File: src/rtl/prot_unit_axil_cfg_slave_if.sv
// prot_unit_axil_cfg_slave_if: AXI4-Lite bus bundle between config master and protection-unit slave
interface prot_unit_axil_cfg_slave_if #(
   parameter int ADDR_W = 8
);
   logic [ADDR_W-1:0] awaddr;
   logic              awvalid;
   logic              awready;
   logic [31:0]       wdata;
   logic [3:0]        wstrb;
   logic              wvalid;
   logic              wready;
   logic [1:0]        bresp;
   logic              bvalid;
   logic              bready;
   logic [ADDR_W-1:0] araddr;
   logic              arvalid;
   logic              arready;
   logic [31:0]       rdata;
   logic [1:0]        rresp;
   logic              rvalid;
   logic              rready;
   modport slave (
      input  awaddr, awvalid, wdata, wstrb, wvalid, bready, araddr, arvalid, rready,
      output awready, wready, bresp, bvalid, arready, rdata, rresp, rvalid
   );
   modport master (
      output awaddr, awvalid, wdata, wstrb, wvalid, bready, araddr, arvalid, rready,
      input  awready, wready, bresp, bvalid, arready, rdata, rresp, rvalid
   );
endinterface

File: src/rtl/prot_unit_axil_cfg_slave.sv
// prot_unit_axil_cfg_slave: AXI4-Lite config/status/policy register slave for the protection unit
module prot_unit_axil_cfg_slave #(
   parameter int          ADDR_W       = 8,
   parameter int          NUM_POLICIES = 4,
   parameter logic [31:0] CFG_RST      = '0
) (
   input  logic                        aclk,
   input  logic                        areset,
   prot_unit_axil_cfg_slave_if.slave   s_axi,
   output logic [31:0]                 cfg_o,
   output logic [32*NUM_POLICIES-1:0]  policy_o,
   input  logic                        viol_valid_i,
   input  logic [31:0]                 viol_addr_i
);
   localparam int IW = ADDR_W - 2;
   localparam logic [IW-1:0] IDX_CFG  = IW'(0);
   localparam logic [IW-1:0] IDX_STAT = IW'(1);
   localparam logic [IW-1:0] IDX_LAST = IW'(2);
   typedef enum logic {W_IDLE, W_RESP} w_state_t;
   typedef enum logic {R_IDLE, R_DATA} r_state_t;
   w_state_t w_state, w_next;
   r_state_t r_state, r_next;
   logic              aw_held, w_held, aw_hs, w_hs, ar_hs, do_wr, wr_ok, rd_ok, st_clr;
   logic [ADDR_W-1:0] awaddr_q;
   logic [31:0]       wdata_q, wd, rd_val, last_addr;
   logic [3:0]        wstrb_q, ws;
   logic [IW-1:0]     widx, ridx;
   logic              sticky, ovf, sticky_n, ovf_n;
   logic [15:0]       cnt, cnt_n;
   logic [31:0]       policy [NUM_POLICIES];
   function automatic logic [31:0] merge(input logic [31:0] o, input logic [31:0] d, input logic [3:0] s);
      logic [31:0] r;
      for (int b = 0; b < 4; b++) r[8*b+:8] = s[b] ? d[8*b+:8] : o[8*b+:8];
      return r;
   endfunction
   for (genvar i = 0; i < NUM_POLICIES; i++) begin : g_pol
      assign policy_o[32*i+:32] = policy[i];
   end
   // Handshakes and the effective write beat: held AW/W or whichever arrives live this cycle
   always_comb begin
      s_axi.awready = !areset && w_state == W_IDLE && !aw_held;
      s_axi.wready  = !areset && w_state == W_IDLE && !w_held;
      s_axi.bvalid  = w_state == W_RESP;
      s_axi.arready = !areset && r_state == R_IDLE;
      s_axi.rvalid  = r_state == R_DATA;
      aw_hs = s_axi.awvalid && s_axi.awready;
      w_hs  = s_axi.wvalid && s_axi.wready;
      ar_hs = s_axi.arvalid && s_axi.arready;
      widx  = aw_held ? awaddr_q[ADDR_W-1:2] : s_axi.awaddr[ADDR_W-1:2];
      wd    = w_held ? wdata_q : s_axi.wdata;
      ws    = w_held ? wstrb_q : s_axi.wstrb;
      ridx  = s_axi.araddr[ADDR_W-1:2];
      do_wr = w_state == W_IDLE && (aw_held || aw_hs) && (w_held || w_hs);
      w_next = w_state;
      if (w_state == W_IDLE && do_wr) w_next = W_RESP;
      else if (w_state == W_RESP && s_axi.bready) w_next = W_IDLE;
      r_next = r_state;
      if (r_state == R_IDLE && ar_hs) r_next = R_DATA;
      else if (r_state == R_DATA && s_axi.rready) r_next = R_IDLE;
   end
   // Address decode for both channels; LAST_VIOL_ADDR is readable but not writable
   always_comb begin
      wr_ok  = widx == IDX_CFG || widx == IDX_STAT;
      rd_ok  = 1'b1;
      rd_val = '0;
      for (int k = 0; k < NUM_POLICIES; k++) if (widx == IW'(16 + k)) wr_ok = 1'b1;
      if (ridx == IDX_CFG) rd_val = cfg_o;
      else if (ridx == IDX_STAT) rd_val = {cnt, 14'd0, ovf, sticky};
      else if (ridx == IDX_LAST) rd_val = last_addr;
      else begin
         rd_ok = 1'b0;
         for (int k = 0; k < NUM_POLICIES; k++) if (ridx == IW'(16 + k)) begin
            rd_val = policy[k];
            rd_ok  = 1'b1;
         end
      end
   end
   // Status next state: W1C clear first, then any coincident violation event on top
   always_comb begin
      st_clr   = do_wr && widx == IDX_STAT && ws[0] && |wd[1:0];
      sticky_n = st_clr && wd[0] ? 1'b0 : sticky;
      ovf_n    = st_clr && wd[1] ? 1'b0 : ovf;
      cnt_n    = st_clr ? 16'd0 : cnt;
      if (viol_valid_i) begin
         sticky_n = 1'b1;
         ovf_n    = ovf_n || &cnt_n;
         cnt_n    = &cnt_n ? cnt_n : cnt_n + 16'd1;
      end
   end
   // Write channel: latch AW/W independently, commit on the edge where both are present
   always_ff @(posedge aclk or posedge areset)
      if (areset) begin
         w_state     <= W_IDLE;
         aw_held     <= 1'b0;
         w_held      <= 1'b0;
         awaddr_q    <= '0;
         wdata_q     <= '0;
         wstrb_q     <= '0;
         s_axi.bresp <= 2'b00;
         cfg_o       <= CFG_RST;
         policy      <= '{default: '0};
      end else begin
         w_state <= w_next;
         if (do_wr) begin
            aw_held     <= 1'b0;
            w_held      <= 1'b0;
            s_axi.bresp <= wr_ok ? 2'b00 : 2'b10;
            if (widx == IDX_CFG) cfg_o <= merge(cfg_o, wd, ws);
            for (int k = 0; k < NUM_POLICIES; k++) if (widx == IW'(16 + k)) policy[k] <= merge(policy[k], wd, ws);
         end else begin
            if (aw_hs) begin
               aw_held  <= 1'b1;
               awaddr_q <= s_axi.awaddr;
            end
            if (w_hs) begin
               w_held  <= 1'b1;
               wdata_q <= s_axi.wdata;
               wstrb_q <= s_axi.wstrb;
            end
         end
      end
   // Read channel: register data/response on AR accept, hold until rready
   always_ff @(posedge aclk or posedge areset)
      if (areset) begin
         r_state     <= R_IDLE;
         s_axi.rdata <= '0;
         s_axi.rresp <= 2'b00;
      end else begin
         r_state <= r_next;
         if (ar_hs) begin
            s_axi.rdata <= rd_val;
            s_axi.rresp <= rd_ok ? 2'b00 : 2'b10;
         end
      end
   // Violation log: sticky flag, saturating count, last faulting address
   always_ff @(posedge aclk or posedge areset)
      if (areset) begin
         sticky    <= 1'b0;
         ovf       <= 1'b0;
         cnt       <= '0;
         last_addr <= '0;
      end else begin
         sticky <= sticky_n;
         ovf    <= ovf_n;
         cnt    <= cnt_n;
         if (viol_valid_i) last_addr <= viol_addr_i;
      end
endmodule
File: src/flat_wrapper.sv
// flat-port wrapper written by rule: the top's interface ports become plain ports
module prot_unit_axil_cfg_slave_flat 
#(
   parameter int          ADDR_W       = 8,
   parameter int          NUM_POLICIES = 4,
   parameter logic [31:0] CFG_RST      = '0
)
  (aclk, areset, cfg_o, policy_o, viol_valid_i, viol_addr_i, s_axi_awaddr, s_axi_awvalid, s_axi_wdata, s_axi_wstrb, s_axi_wvalid, s_axi_bready, s_axi_araddr, s_axi_arvalid, s_axi_rready, s_axi_awready, s_axi_wready, s_axi_bresp, s_axi_bvalid, s_axi_arready, s_axi_rdata, s_axi_rresp, s_axi_rvalid);
  prot_unit_axil_cfg_slave_if #(.ADDR_W(ADDR_W)) s_axi_i ();
  input  logic aclk;
  input  logic areset;
  output logic [31:0] cfg_o;
  output logic [32*NUM_POLICIES-1:0] policy_o;
  input  logic viol_valid_i;
  input  logic [31:0] viol_addr_i;
  input wire logic [$bits(s_axi_i.awaddr)-1:0] s_axi_awaddr;
  input wire logic [$bits(s_axi_i.awvalid)-1:0] s_axi_awvalid;
  input wire logic [$bits(s_axi_i.wdata)-1:0] s_axi_wdata;
  input wire logic [$bits(s_axi_i.wstrb)-1:0] s_axi_wstrb;
  input wire logic [$bits(s_axi_i.wvalid)-1:0] s_axi_wvalid;
  input wire logic [$bits(s_axi_i.bready)-1:0] s_axi_bready;
  input wire logic [$bits(s_axi_i.araddr)-1:0] s_axi_araddr;
  input wire logic [$bits(s_axi_i.arvalid)-1:0] s_axi_arvalid;
  input wire logic [$bits(s_axi_i.rready)-1:0] s_axi_rready;
  output wire logic [$bits(s_axi_i.awready)-1:0] s_axi_awready;
  output wire logic [$bits(s_axi_i.wready)-1:0] s_axi_wready;
  output wire logic [$bits(s_axi_i.bresp)-1:0] s_axi_bresp;
  output wire logic [$bits(s_axi_i.bvalid)-1:0] s_axi_bvalid;
  output wire logic [$bits(s_axi_i.arready)-1:0] s_axi_arready;
  output wire logic [$bits(s_axi_i.rdata)-1:0] s_axi_rdata;
  output wire logic [$bits(s_axi_i.rresp)-1:0] s_axi_rresp;
  output wire logic [$bits(s_axi_i.rvalid)-1:0] s_axi_rvalid;
  assign s_axi_i.awaddr = s_axi_awaddr;
  assign s_axi_i.awvalid = s_axi_awvalid;
  assign s_axi_i.wdata = s_axi_wdata;
  assign s_axi_i.wstrb = s_axi_wstrb;
  assign s_axi_i.wvalid = s_axi_wvalid;
  assign s_axi_i.bready = s_axi_bready;
  assign s_axi_i.araddr = s_axi_araddr;
  assign s_axi_i.arvalid = s_axi_arvalid;
  assign s_axi_i.rready = s_axi_rready;
  assign s_axi_awready = s_axi_i.awready;
  assign s_axi_wready = s_axi_i.wready;
  assign s_axi_bresp = s_axi_i.bresp;
  assign s_axi_bvalid = s_axi_i.bvalid;
  assign s_axi_arready = s_axi_i.arready;
  assign s_axi_rdata = s_axi_i.rdata;
  assign s_axi_rresp = s_axi_i.rresp;
  assign s_axi_rvalid = s_axi_i.rvalid;
  prot_unit_axil_cfg_slave #(.ADDR_W(ADDR_W), .NUM_POLICIES(NUM_POLICIES), .CFG_RST(CFG_RST)) u_core (.aclk(aclk), .areset(areset), .s_axi(s_axi_i), .cfg_o(cfg_o), .policy_o(policy_o), .viol_valid_i(viol_valid_i), .viol_addr_i(viol_addr_i));
endmodule
File: config.mk
export PLATFORM = sky130hd
export DESIGN_NAME = prot_unit_axil_cfg_slave_flat
export DESIGN_NICKNAME = d
export VERILOG_FILES = /design/src/rtl/prot_unit_axil_cfg_slave_if.sv /design/src/rtl/prot_unit_axil_cfg_slave.sv /design/src/flat_wrapper.sv
export SDC_FILE = /design/constraint.sdc
export NUM_CORES = 1
export LEC_CHECK = 0
export CAP_MARGIN = 0
export CORE_UTILIZATION = 45
export CTS_CLUSTER_SIZE = 24
export DETAILED_ROUTE_END_ITERATION = 12
export MAX_ROUTING_LAYER = met4
export PLACE_DENSITY_LB_ADDON = 0.2
export SYNTH_ARGS = -nofsm -noshare
export SYNTH_HDL_FRONTEND = slang
export SYNTH_SLANG_ARGS = --single-unit
File: constraint.sdc
create_clock -name aclk -period 13.1 [get_ports aclk]
set_input_delay 1.965 -clock aclk [delete_from_list [all_inputs] [get_ports aclk]]
set_output_delay 1.965 -clock aclk [all_outputs]
set_load 0.05 [all_outputs]
* Word level (Yosys, flattened, before mapping) *
Index checks and enable logic that the tools add are counted.
Widths: inputs -> output; s select.

storage, ports and cells
  logic and storage cells = 143
  output and inout bits = 201
  bits of input ports = 92
  register bits after elaboration = 294

operators by class
  add/subtract/negate cells = 1
  muxes and demuxes = 38
  bitwise gates (word level) = 3
  equal/unequal tests = 11
  reduce and logical (&&, ||, !) cells = 56

operators by type and width
  operator               number
  $mux 32                8
  $reduce_and 3->1       20
  $eq 6x5->1 const B     8
  $mux 16                3
  $mux 1                 23
  $logic_and 1x1->1      18
  $add 16x1->16 const B  1
  $reduce_and 16->1      1
  $eq 6x1->1 const B     2
  $logic_not 6->1        2
  $reduce_bool 2->1      5
  $eq 6x2->1 const B     1
  $mux 6                 1
  $logic_or 1x1->1       4
  $mux 2                 2
  $mux 4                 1
  $reduce_and 2->1       2
  $logic_not 1->1        3
  $not 1->1              3
  $reduce_or 2->1        1

* Logic depth before layout (Yosys ltp) *
Gate-level depths: netlist of run 1.

  depth in word-level cells = 14
  mapped depth = 14
  mapped depth without buffers = 10

* Least setup slack after synthesis of run 1 *
OpenSTA, ideal clock, no wires.

  path type = input port to flip-flop
  start point = input port areset
  end point = register u_core.aw_held
  setup slack = 4454 ps
  cell stages on the path = 4
  setup time = 136 ps
  required time = 12964 ps
  buffers on the path = 0
  arrival time = 8510 ps
  cell sequence = inv_1 -> nand2_1 -> a32oi_1 -> o22ai_1

on the way
  cells in the longest elaborated chain, start to end = 8
  elaborated cells between the ends (all ways) = 12
  those cells by class = 1 x mux; 11 x reduce/logical

ends and longest elaborated chain
  item                                                line                                                            RTL
  start, declared                                     flat_wrapper.sv:11                                              input logic areset;
  $logic_not 1->1 *                                   prot_unit_axil_cfg_slave.sv:41, prot_unit_axil_cfg_slave.sv:42
  $logic_and 1x1->1 *                                 prot_unit_axil_cfg_slave.sv:41, prot_unit_axil_cfg_slave.sv:42
  $logic_and 1x1->1                                   prot_unit_axil_cfg_slave.sv:41                                  s_axi.awready = !areset && w_state == W_IDLE && !aw_held;
  $logic_and 1x1->1                                   prot_unit_axil_cfg_slave.sv:46                                  aw_hs = s_axi.awvalid && s_axi.awready;
  $logic_or 1x1->1                                    prot_unit_axil_cfg_slave.sv:53                                  do_wr = w_state == W_IDLE && (aw_held || aw_hs) && (w_held || w_hs);
  $logic_and 1x1->1 (2 in series)                     prot_unit_axil_cfg_slave.sv:53
  $mux 1 / $reduce_bool 2->1 (equally long branches)  --
  end signal, assigned                                prot_unit_axil_cfg_slave.sv:94                                  aw_held <= 1'b0;
  end signal, assigned                                prot_unit_axil_cfg_slave.sv:105                                 aw_held <= 1'b0;
  end signal, assigned                                prot_unit_axil_cfg_slave.sv:112                                 aw_held <= 1'b1;
  end, declared                                       prot_unit_axil_cfg_slave.sv:23                                  logic aw_held, w_held, aw_hs, w_hs, ar_hs, do_wr, wr_ok, rd_ok, st_clr;

Every way passes the cells marked *; elsewhere a longest branch is shown, timed or not.
A chain may end at the register's enable or synchronous reset.

* Worst setup path in the final report of run 1 *
  start point = input port areset
  end point = output port s_axi_wready

on the way
  cells in the longest elaborated chain, start to end = 3

ends and longest elaborated chain
  item                             line                            RTL
  $logic_not 1->1                  prot_unit_axil_cfg_slave.sv:42  s_axi.wready = !areset && w_state == W_IDLE && !w_held;
  $logic_and 1x1->1 (2 in series)  prot_unit_axil_cfg_slave.sv:42
  end, declared                    flat_wrapper.sv:26              output wire logic [$bits(s_axi_i.wready)-1:0] s_axi_wready;

Every way passes these cells.

==> results of run 1 <==
==> cells in the final DEF, fill, tap and decap left out, drive strengths merged, types with 3 or more instances in the layout <==
master / count
dfrtp: 290
clkdlybuf4s50: 284
mux2: 200
nor2: 69
nand2: 66
o21ai: 60
mux2i: 54
clkbuf: 52
a22oi: 47
a21oi: 37
a31oi: 29
o22ai: 18
nand3: 16
inv: 16
a221oi: 13
buf: 11
xnor2: 10
nor3: 10
a211oi: 8
nor2b: 7
nand4: 7
clkinv: 6
nand3b: 5
and3: 5
and2: 5
or3b: 5
nor4: 4
and4: 3
a2111oi: 3
o22a: 3
or2: 3
==> metal layers <==
layer  share of wire, %  track usage, %  up-vias  routed length [um]
met1                 45            35.5     4995               16900
li1                   -               -     4545                   -
met5                  0               -        -                   0
met4                2.9            8.85        0                1070
met3                6.5            5.43       60                2440
met2                 46            39.9      344               17300
==> metrics by stage <==
stage          setup WS [ps]  total power [mW]  utilization [%]
6_report                7040              3.46             60.2
5_1_grt                 6990              3.63             60.2
4_1_cts                 7020              3.49             60.2
3_5_place_dp            7030              2.61             56.7
3_3_place_gp            7080              2.58             56.7
2_1_floorplan           3110              2.15                -
==> state kept, by name (all words and copies together) (netlist names) <==
register             count
u_core.cnt              16
u_core.s_axi.rvalid      1
u_core.aw_held           1
u_core.awaddr_q          6
u_core.policy_o        128
u_core.last_addr        32
u_core.s_axi.bresp       1
u_core.wdata_q          32
u_core.w_held            1
u_core.ovf               1
u_core.sticky            1
u_core.s_axi.rresp       1
u_core.cfg_o            32
u_core.s_axi.bvalid      1
u_core.s_axi.rdata      32
u_core.wstrb_q           4
==> area by class of cell <==
class	count	share of cell area, %
clock inverters	8	0.268
inverters	15	0.369
repair buffers	295	16.9
flip-flops and latches	290	42.0
multi-input cells	718	32.1
clock buffers	52	5.61
well taps	384	2.78
==> logic make-up (layout without fill, tap and decap cells) <==
logic type	after synthesis	after routing	synth area share, %
XOR/XNOR	12	12	0.800
flip-flops	290	290	55.3
adder cells (fa/ha/maj)	1	1	0.0953
AND/OR/NAND/NOR	212	212	8.04
buffers and inverters	84	370	2.66
AO/OA/AOI/OAI	237	237	11.6
multiplexers	254	254	21.5
other	1	2	0.0286
==> power breakdown <==
| group | total [mW] | switching [mW] | leakage [nW] | internal (mW) |
|---|---|---|---|---|
| Clock | 0.869 | 0.358 | 0.498 | 0.511 |
| Combinational | 1.30 | 0.815 | 3.08 | 0.490 |
| Sequential | 1.29 | 0.176 | 3.77 | 1.11 |
==> how the worst min path moves through the flow <==
stage	endpoint	slack (ps)	depth (start not counted)
5_1_grt	u_core.wstrb_q[2]$_DFFE_PP0P_	520	1
4_1_cts	u_core.s_axi.rresp[1]$_DFFE_PP0P_	500	1
3_5_place_dp	u_core.s_axi.rresp[1]$_DFFE_PP0P_	490	1
2_1_floorplan	u_core.sticky$_DFFE_PP0P_	470	2
6_report	u_core.wdata_q[21]$_DFFE_PP0P_	500	1
3_3_place_gp	u_core.wdata_q[28]$_DFFE_PP0P_	480	1
==> metrics.md, run 1 <==
| Metric | Value |
|---|---|
| Peak Freq | 0.165 GHz |
| CTS tree | done |
| Most Frequent Cell on Critical Path | clkdlybuf4s50_1 |
| Final Setup Violations | 0 |
| CTS H-tree lvls | 2 |
| Crit-path max FO | 7 |
| Starting density of the core | a little under half |
| Top cell type by total area after synthesis | dfrtp_1 |
| Num ports | a little under 300 |
| DP HPWL | ~25 mm |
| GRT Overall Usage | a little over a quarter |
| Slowest cell on crit path | clkdlybuf4s50_1 |
| Most used DFF post-synth | dfrtp_1 |
| PD cells | 200 mW/mm^2 |
| Clock skew | about 12 ps |
| Final setup TNS | 0 ps |
| Initial antenna violation count | 0 |
| Worst path depth | 3 |
| Post-synthesis sequential area ratio | a little under three fifths |
| Period utilisation layout | between 40% and 50% |
| Area after DPL | around 0.016 sq mm |
| Pins Over Slew Limit | 0 |
| IO Port Bufs | around 290 |
| Cell count after synthesis | around 1100 |
| Mean Syn Cell Area | approximately 12 sq um |
| Clock slew at reported path FFs | approximately 50 ps |
| Hold slack | 501 ps |
| Die area | 0.0299 sq mm |
| Hold Crit Start | u_core.wdata_q[21]$_DFFE_PP0P_ |
| Via count | just under 10000 |
| Critical path launch point type | input pin |
| Reg2Reg Setup Slack | between 9000 and 10000 ps |
| Critical Path RT | 11140 ps |
| Clk_lat worst skew | around 500 ps |
| Outcome | completed |
| Nets | around 1400 |
| Clock sink count | 290 |
| Synth warnings | 0 |
| TritonCTS Buffers | 34 |
| Seq cells post-synth | 290 |
| Starting DRC count in detailed routing | 660 |
| Pre-antenna DRT Iters | 5 |
| CTS Hold Bufs | 0 |
| HP Class | flop to flop |
| Ant diodes | 0 |
| Fillers | about 2400 |
| Largest net degree at the start of global routing | between 150 and 200 |
| RR Endpoint | u_core.cnt[15]$_DFF_PP0_ |
| Final Critical Period | around 6100 ps |
| CP arrival | between 4000 and 5000 ps |
| DR vias/cell | roughly 5.6 |
| Placeable Area | around 0.029 sq mm |
| Placed Cells | between 1500 and 2000 |
| Cell chain of the critical path | clkdlybuf4s50_1, nor3_1, clkdlybuf4s50_1 |
| Remaining Overflow, GRT | 0 |
| Drt wl/cell | approximately 21 um |
| Fin. Hold Viols | 0 |
| Commonest cells in the netlist | dfrtp_1, mux2_2, nand2_1 |
| Register cell area after layout | 0.00726 sq mm |
| Worst slew pin tran | between 1000 and 1500 ps |
| Critical path endpoint | s_axi_wready |
| Buf+Inv Stages, Crit Path | 2 |
| Setup crit start | areset |
| Max-slew headroom | between 20% and 30% |
| Peak VDD IR | about 0.00012 V |
| EDFF count, synth | 0 |
| Top Family by Delay on Critical Path | buffers and inverters |
| R2r startpoint | u_core.w_held$_DFFE_PP0P_ |
| CTS root buf | clkbuf_16 |
| First-pass GRT wire length | 59.4 mm |
| Post-route cell area | between 0.015 and 0.02 sq mm |
| Share of flip-flops with an asynchronous set or reset | between 90% and 100% |
| Die Y | 173 um |
| Die width | roughly 170 um |
| Area occupied by multi-input gates | 0.00555 sq mm |
| Post-Syn Area | around 0.013 sq mm |
| Top-area cell type share of the netlist area | a little under three fifths |
| Max clock buf depth | 3 |
| Vias in the first global route | roughly 10000 |
| # resized after CTS | 0 |
| Setup CP Type | input pin to output pin |
| Row Count | 62 |
| Crit path largest cell delay | between 900 and 1000 ps |
| Share of layout cells above drive strength 1 | about a fifth |
| Leading post-synthesis cells by cell area | dfrtp_1, mux2_2, mux2i_1 |
| Post-Layout Cell Count | approximately 1800 |
| Max-Cap Viols | 0 |
| Postcts setup bufs | 0 |
| Reg2Reg Depth | 12 |
| Yosys cell types | 63 |
| Residual DRC count | 0 |
| Crit. End Element | output pin |
| Area grow syn2layout | 31.7% |
| Total length of routed wires | ~38 mm |
| Detail Route Antenna Nets | 0 |
| Leak | 7.34 nW |
| RSZ-0062 raised after global routing | no |
| Most common cell in the netlist | dfrtp_1 |
| Gp weighted congestion | 0.821 |
Power figures use the tool's default switching activity.
==> run 2, diff against run 1 <==
==> constraint.sdc (replaced) <==
create_clock -name aclk -period 5.5 [get_ports aclk]
set_input_delay 0.825 -clock aclk [delete_from_list [all_inputs] [get_ports aclk]]
set_output_delay 0.825 -clock aclk [all_outputs]
set_load 0.05 [all_outputs]
==> metrics.md, run 2 (synthesis gave the netlist of run 1 again) <==
| Metric | Value |
|---|---|
| # resized after CTS | 0 (unchanged) |
| Period utilisation layout | between 60% and 70% |
| Starting density of the core | 45.8% (unchanged) |
| Final worst slack | 1770 ps (-5260 ps) |
| Internal | 5.31 mW (+150%) |
| Clk_lat worst skew | 550 ps (+50 ps) |
| Die width | 173 um (unchanged) |
| First-pass GRT wire length | 57.9 mm (-2.5%) |
| RSZ-0062 raised after global routing | no |
| Most Frequent Cell on Critical Path | nor2b_1 |
| Final Critical Period | 3730 ps |
| DR vias/cell | 5.58 (-1.1%) |
| Share of layout cells above drive strength 1 | 20.6% (+0.40 points) |
| Setup CP Type | input pin to flop |
| Pre-antenna DRT Iters | 5 (unchanged) |
| Max clock buf depth | 3 (unchanged) |
| Critical Path RT | 5930 ps (-5210 ps) |
| Peak Freq | 0.268 GHz |
| Via count | 9817 (-1.3%) |
| CTS tree | done |
| Slowest cell on crit path | clkdlybuf4s50_1 |
| HP Class | flop to flop |
| Peak VDD IR | 0.000298 V (+150%) |
| Worst slew pin tran | 1200 ps (+119 ps) |
| Drt wl/cell | 21.0 um (-1.9%) |
| Gp weighted congestion | 0.849 (+3.4%) |
| Die Y | 173 um (unchanged) |
| Switching fraction of total power | 37.5% (-1.4 points) |
| DP HPWL | 24.6 mm (-0.17%) |
| Placed Cells | 1703 (+0.059%) |
| Clock slew at reported path FFs | 60 ps (about the same) |
| Num ports | 293 (unchanged) |
| Comb pwr share | 35.8% (-1.9 points) |
| Clock power frac | 27.5% (+2.4 points) |
| Row Count | 62 (unchanged) |
| Max-Cap Viols | 0 (unchanged) |
| Crit. End Element | flop |
| Leak | 7.41 nW (+0.93%) |
| CTS Hold Bufs | 0 (unchanged) |
| Residual DRC count | 0 (unchanged) |
| CP arrival | 4150 ps (+50 ps) |
| Pre-CTS worst setup slack | 1240 ps (-5790 ps) |
| Outcome | completed |
| Top Family by Delay on Critical Path | simple AND/OR/NAND/NOR gates |
| Placeable Area | 0.0287 sq mm (unchanged) |
| Post-Layout Cell Count | 1759 (-0.17%) |
| PD cells | 488 mW/mm^2 (+140%) |
| Max-slew headroom | 19.9% (-7.8 points) |
| Total length of routed wires | 36.9 mm (-2.1%) |
| CTS root buf | clkbuf_16 |
| Clock sink count | 290 (unchanged) |
| IO Port Bufs | 286 (unchanged) |
| Crit path largest cell delay | 580 ps (-360 ps) |
| Nets | 1444 (-0.21%) |
| Initial antenna violation count | 3 (+3) |
| Crit-path max FO | 13 (+6) |
| Remaining Overflow, GRT | 0 (unchanged) |
| Clock skew | 12.9 ps (+0.446 ps) |
| Most common cell after layout, fill and taps aside | dfrtp_1 |
| Final Setup Violations | 0 (unchanged) |
| Sequential power share | 36.6% (-0.6 points) |
| Largest net degree at the start of global routing | 197 (+30%) |
| Cell chain of the critical path | clkdlybuf4s50_1, nor2b_1, o221ai_2, nor4b_2, buf_4, nor2b_1, ha_1, and3_1, and2_1, a2111oi_0, xnor2_1, nor2_1 |
| Critical path launch point type | input pin |
| TritonCTS Buffers | 30 (-12%) |
| Detail Route Antenna Nets | 0 (unchanged) |
| Final setup TNS | 0 ps (unchanged) |
| GRT Overall Usage | 25.5% (-0.86 points) |
| Starting DRC count in detailed routing | 620 (-6.1%) |
| Vias in the first global route | 9832 (-2.0%) |
| Most frequent cells in the layout | dfrtp_1, clkdlybuf4s50_1, mux2_2 |
| CTS H-tree lvls | 1 (-1) |
| Postcts setup bufs | 0 (unchanged) |
| Fin. Hold Viols | 0 (unchanged) |
| Pins Over Slew Limit | 0 (unchanged) |
| Psw | 3.19 mW (+140%) |
| Max reg flops | 128 (unchanged) |
| Die area | 0.0299 sq mm (unchanged) |
| Area grow syn2layout | 32.9% |
| Buf+Inv Stages, Crit Path | 2 (unchanged) |
## run 2: cell types whose count changed in the layout (fill, tap and decap cells not counted), moves of 4 or more
cell,delta
clkbuf_1,-11
bufinv_16,+9
clkbuf_16,-4
clkinv_2,-4
diode_2,+4
## run 2: area by class of cell
class	instances	area, sq um
fillers	2369	11300
clock buffers	38	842
repair buffers	296	2940
multi-input cells	718	5550
diodes	4	10.0
clock inverters	14	307
flip-flops and latches	290	7260
well taps	384	480
inverters	15	60.1
## run 2: through the flow
step	hold slack (ps)	total power [mW]	utilization, %	area, sq um
2_1_floorplan	471	5.13	-	13100
3_3_place_gp	479	6.15	56.8	16300
3_5_place_dp	484	6.21	56.8	16300
4_1_cts	497	8.57	60.8	17400
5_1_grt	505	8.87	60.8	17400
6_report	500	8.51	60.8	17500
## run 2: layer usage
metal	vias to the layer above	share of wire [%]	track usage, %
met5	-	0	-
met4	0	2.7	7.30
li1	4529	-	-
met1	4907	46	34.9
met3	64	5.9	4.40
met2	317	46	39.2
## run 2: power by group through the flow
| stage | Sequential (mW) | Combinational (mW) | Clock (mW) |
|---|---|---|---|
| finish | 3.11 | 3.05 | 2.34 |
| global route | 3.19 | 3.22 | 2.47 |
| CTS | 3.11 | 3.07 | 2.38 |
| detailed placement | 3.15 | 3.06 | 0 |
| global placement | 3.13 | 3.02 | 0 |
| floorplan | 4.05 | 1.08 | 0 |
## run 2: worst paths after layout
path / cells after the start / start / slack, ps / to
min in group asynchronous: 3 / areset / 990 / u_core.wdata_q[7]$_DFFE_PP0P_
min: 1 / u_core.wdata_q[31]$_DFFE_PP0P_ / 500 / u_core.wdata_q[31]$_DFFE_PP0P_
max: 12 / areset / 1770 / u_core.cnt[15]$_DFF_PP0_
min reg2reg: 1 / u_core.wdata_q[31]$_DFFE_PP0P_ / 500 / u_core.wdata_q[31]$_DFFE_PP0P_
max in group asynchronous: 4 / areset / 3320 / u_core.s_axi.rdata[14]$_DFFE_PP0P_
max reg2reg: 11 / u_core.aw_held$_DFFE_PP0P_ / 1870 / u_core.cnt[15]$_DFF_PP0_
## run 2: worst reg2reg max path: stages (launching register included)
cell and delay [ps]:
dfrtp_1 710, or3b_1 470, a22oi_1 270, nor4b_2 260, buf_4 240, nor2b_1 90, ha_1 230, and3_1 210
and2_1 250, a2111oi_0 560, xnor2_1 170, nor2_1 50
==> run 3, diff against run 2 <==
==> constraint.sdc (replaced) <==
create_clock -name aclk -period 3.85 [get_ports aclk]
set_input_delay 0.5775 -clock aclk [delete_from_list [all_inputs] [get_ports aclk]]
set_output_delay 0.5775 -clock aclk [all_outputs]
set_load 0.05 [all_outputs]
==> metrics.md, run 3 (synthesis gave the netlist of run 1 again) <==
| Metric | Value |
|---|---|
| CP arrival | 3720 ps (-430 ps) |
| Final Setup Violations | 0 (unchanged) |
| Max-slew headroom | 37.5% (+18 points) |
| Critical Path RT | 4250 ps (-1680 ps) |
| Met1 usage | 36.9% (+1.9 points) |
| Pins Over Slew Limit | 0 (unchanged) |
| Starting density of the core | 45.8% (unchanged) |
| PD cells | 691 mW/mm^2 (+42%) |
| Gr busiest metal | met2 |
| TritonCTS Buffers | 34 (+13%) |
| Area occupied by multi-input gates | 0.00555 sq mm (unchanged) |
| Max reg flops | 128 (unchanged) |
| Detail Route Antenna Nets | 0 (unchanged) |
| Leak | 7.56 nW (+2.0%) |
| Post-Layout Cell Count | 1787 (+1.6%) |
| Final Critical Period | 3320 ps |
| Max clock buf depth | 3 (unchanged) |
| Clk_lat worst skew | 520 ps (-30 ps) |
| Clock skew | 14.3 ps (+1.39 ps) |
| IO Port Bufs | 286 (unchanged) |
| Worst slew pin tran | 935 ps (-267 ps) |
| Buf+Inv Stages, Crit Path | 1 (-1) |
| M3 GR Usage | 4.99% (+0.59 points) |
| Max-Cap Viols | 0 (unchanged) |
| Drt wl/cell | 21.6 um (+2.9%) |
| Clock slew at reported path FFs | 60 ps (about the same) |
| DP HPWL | 26.1 mm (+5.8%) |
| Gp weighted congestion | 0.866 (+2.0%) |
| Die width | 173 um (unchanged) |
| Setup CP Type | flop to flop |
| Cell chain of the critical path | buf_4, nor3b_1, o21bai_1, nor4b_2, nor2b_1, ha_1, and3_1, and2_1, a2111oi_0, xnor2_1, nor2_1 |
| Clock sink count | 290 (unchanged) |
| Vias in the first global route | 10200 (+3.5%) |
| Period utilisation layout | a little under nine tenths |
| Most frequent cells in the layout | dfrtp_1, clkdlybuf4s50_1, mux2_2 |
| Largest net degree at the start of global routing | 83 (-58%) |
| Routing usage on met2 | 40.1% (+0.87 points) |
| Pre-antenna DRT Iters | 5 (unchanged) |
| Total length of routed wires | 38.5 mm (+4.5%) |
| Internal | 7.55 mW (+42%) |
| Via count | 10100 (+3.4%) |
| Placed Cells | 1727 (+1.4%) |
| Share of layout cells above drive strength 1 | 22.2% (+1.6 points) |
| Crit. End Element | flop |
| Nets | 1472 (+1.9%) |
| Peak VDD IR | 0.000355 V (+19%) |
| Placeable Area | 0.0287 sq mm (unchanged) |
| Top Family by Delay on Critical Path | simple AND/OR/NAND/NOR gates |
| CTS root buf | clkbuf_16 |
| Fin. Hold Viols | 0 (unchanged) |
| Post-layout util | 61.6% (+0.77 points) |
| Crit-path max FO | 14 (+1) |
| # resized after CTS | 0 (unchanged) |
| Num ports | 293 (unchanged) |
| DR vias/cell | 5.68 (+1.7%) |
| Register cell area after layout | 0.00726 sq mm (unchanged) |
| Residual DRC count | 0 (unchanged) |
| Sequential power share | 36.0% (-0.6 points) |
| Row Count | 62 (unchanged) |
| Area grow syn2layout | 34.6% |
| CTS tree | done |
| Most common cell after layout, fill and taps aside | dfrtp_1 |
| Switching fraction of total power | 38.2% (+0.62 points) |
| RSZ-0062 raised after global routing | no |
| Peak Freq | 0.301 GHz |
| Remaining Overflow, GRT | 0 (unchanged) |
| Die area | 0.0299 sq mm (unchanged) |
| Critical path launch point type | flop |
| Outcome | completed |
| Comb pwr share | 36.8% (+1.0 points) |
| Die Y | 173 um (unchanged) |
| CTS H-tree lvls | 2 (+1) |
| Fillers | 2350 (-0.80%) |
| Crit path largest cell delay | 510 ps (-70 ps) |
| Starting DRC count in detailed routing | 742 (+20%) |
| Psw | 4.66 mW (+46%) |
| Initial antenna violation count | 2 (-1) |
| Postcts setup bufs | 0 (unchanged) |
| HP Class | input pin to flop |
| Slowest cell on crit path | a2111oi_0 |
| Clock power frac | 27.3% (-0.2 points) |
| GRT Overall Usage | 26.9% (+1.4 points) |
| CTS Hold Bufs | 0 (unchanged) |
| First-pass GRT wire length | 60.8 mm (+5.0%) |
[run 3: cell types whose count changed in the layout (fill, tap and decap cells not counted)]
cell and change:
clkinv_2 +2, clkinvlp_4 +1, clkbuf_8 +3, clkbuf_1 +2, inv_6 -1, diode_2 -2
bufinv_16 -5, clkbuf_16 +4, buf_12 +3, buf_4 +21
[run 3: path summary, 6_finish.rpt]
| path | from | depth (start not counted) | to | slack (ps) |
|---|---|---|---|---|
| hold / removal | viol_valid_i | 3 | u_core.cnt[2]$_DFF_PP0_ | 440 |
| min in group asynchronous | areset | 3 | u_core.w_held$_DFFE_PP0P_ | 740 |
| setup / recovery | u_core.aw_held$_DFFE_PP0P_ | 11 | u_core.cnt[15]$_DFF_PP0_ | 530 |
| hold reg to reg | u_core.wdata_q[24]$_DFFE_PP0P_ | 1 | u_core.wdata_q[24]$_DFFE_PP0P_ | 500 |
| setup reg to reg | u_core.aw_held$_DFFE_PP0P_ | 11 | u_core.cnt[15]$_DFF_PP0_ | 530 |
| max in group asynchronous | areset | 4 | u_core.policy_o[44]$_DFFE_PP0P_ | 2250 |
[run 3: layout make-up]
type,count,area share [%]
timing repair buffer,320,17.9
clock buffer,47,5.61
inverter,15,0.340
antenna,2,0.0283
clock inverter,11,0.935
sequential,290,41.1
tap,384,2.72
multi-input combinational,718,31.4
[run 3: power by group through the flow]
stage | clock [mW] | sequential (mW) | combinational, mW
floorplan | 0 | 5.79 | 1.54
finish | 3.33 | 4.39 | 4.49
global route | 3.52 | 4.50 | 4.73
detailed placement | 0 | 4.44 | 4.49
CTS | 3.40 | 4.39 | 4.51
global placement | 0 | 4.41 | 4.44
[run 3: worst min-delay path: stages]
cell and delay (ps):
buf_2 170, nand2_1 100, mux2i_1 60
[run 3: metrics by stage]
step	setup WS, ps	power (mW)	hold slack (ps)	cell area (sq um)	TNS, ps
final	533	12.2	437	17700	0
after floorplan	-1240	7.33	471	13100	-170550
after CTS	529	12.3	420	17700	0
after detailed placement	99.2	8.93	486	16500	0
after global placement	175	8.85	481	16500	0
after global routing	124	12.7	440	17700	0
[run 3: layer usage]
layer  part of all wire, %  wire [um]  vias to the layer above
met5                     0          0                        -
met4                   2.9       1100                        0
met3                   6.4       2450                       80
met2                    45      17500                      370
met1                    45      17500                     5096
li1                      -          -                     4600
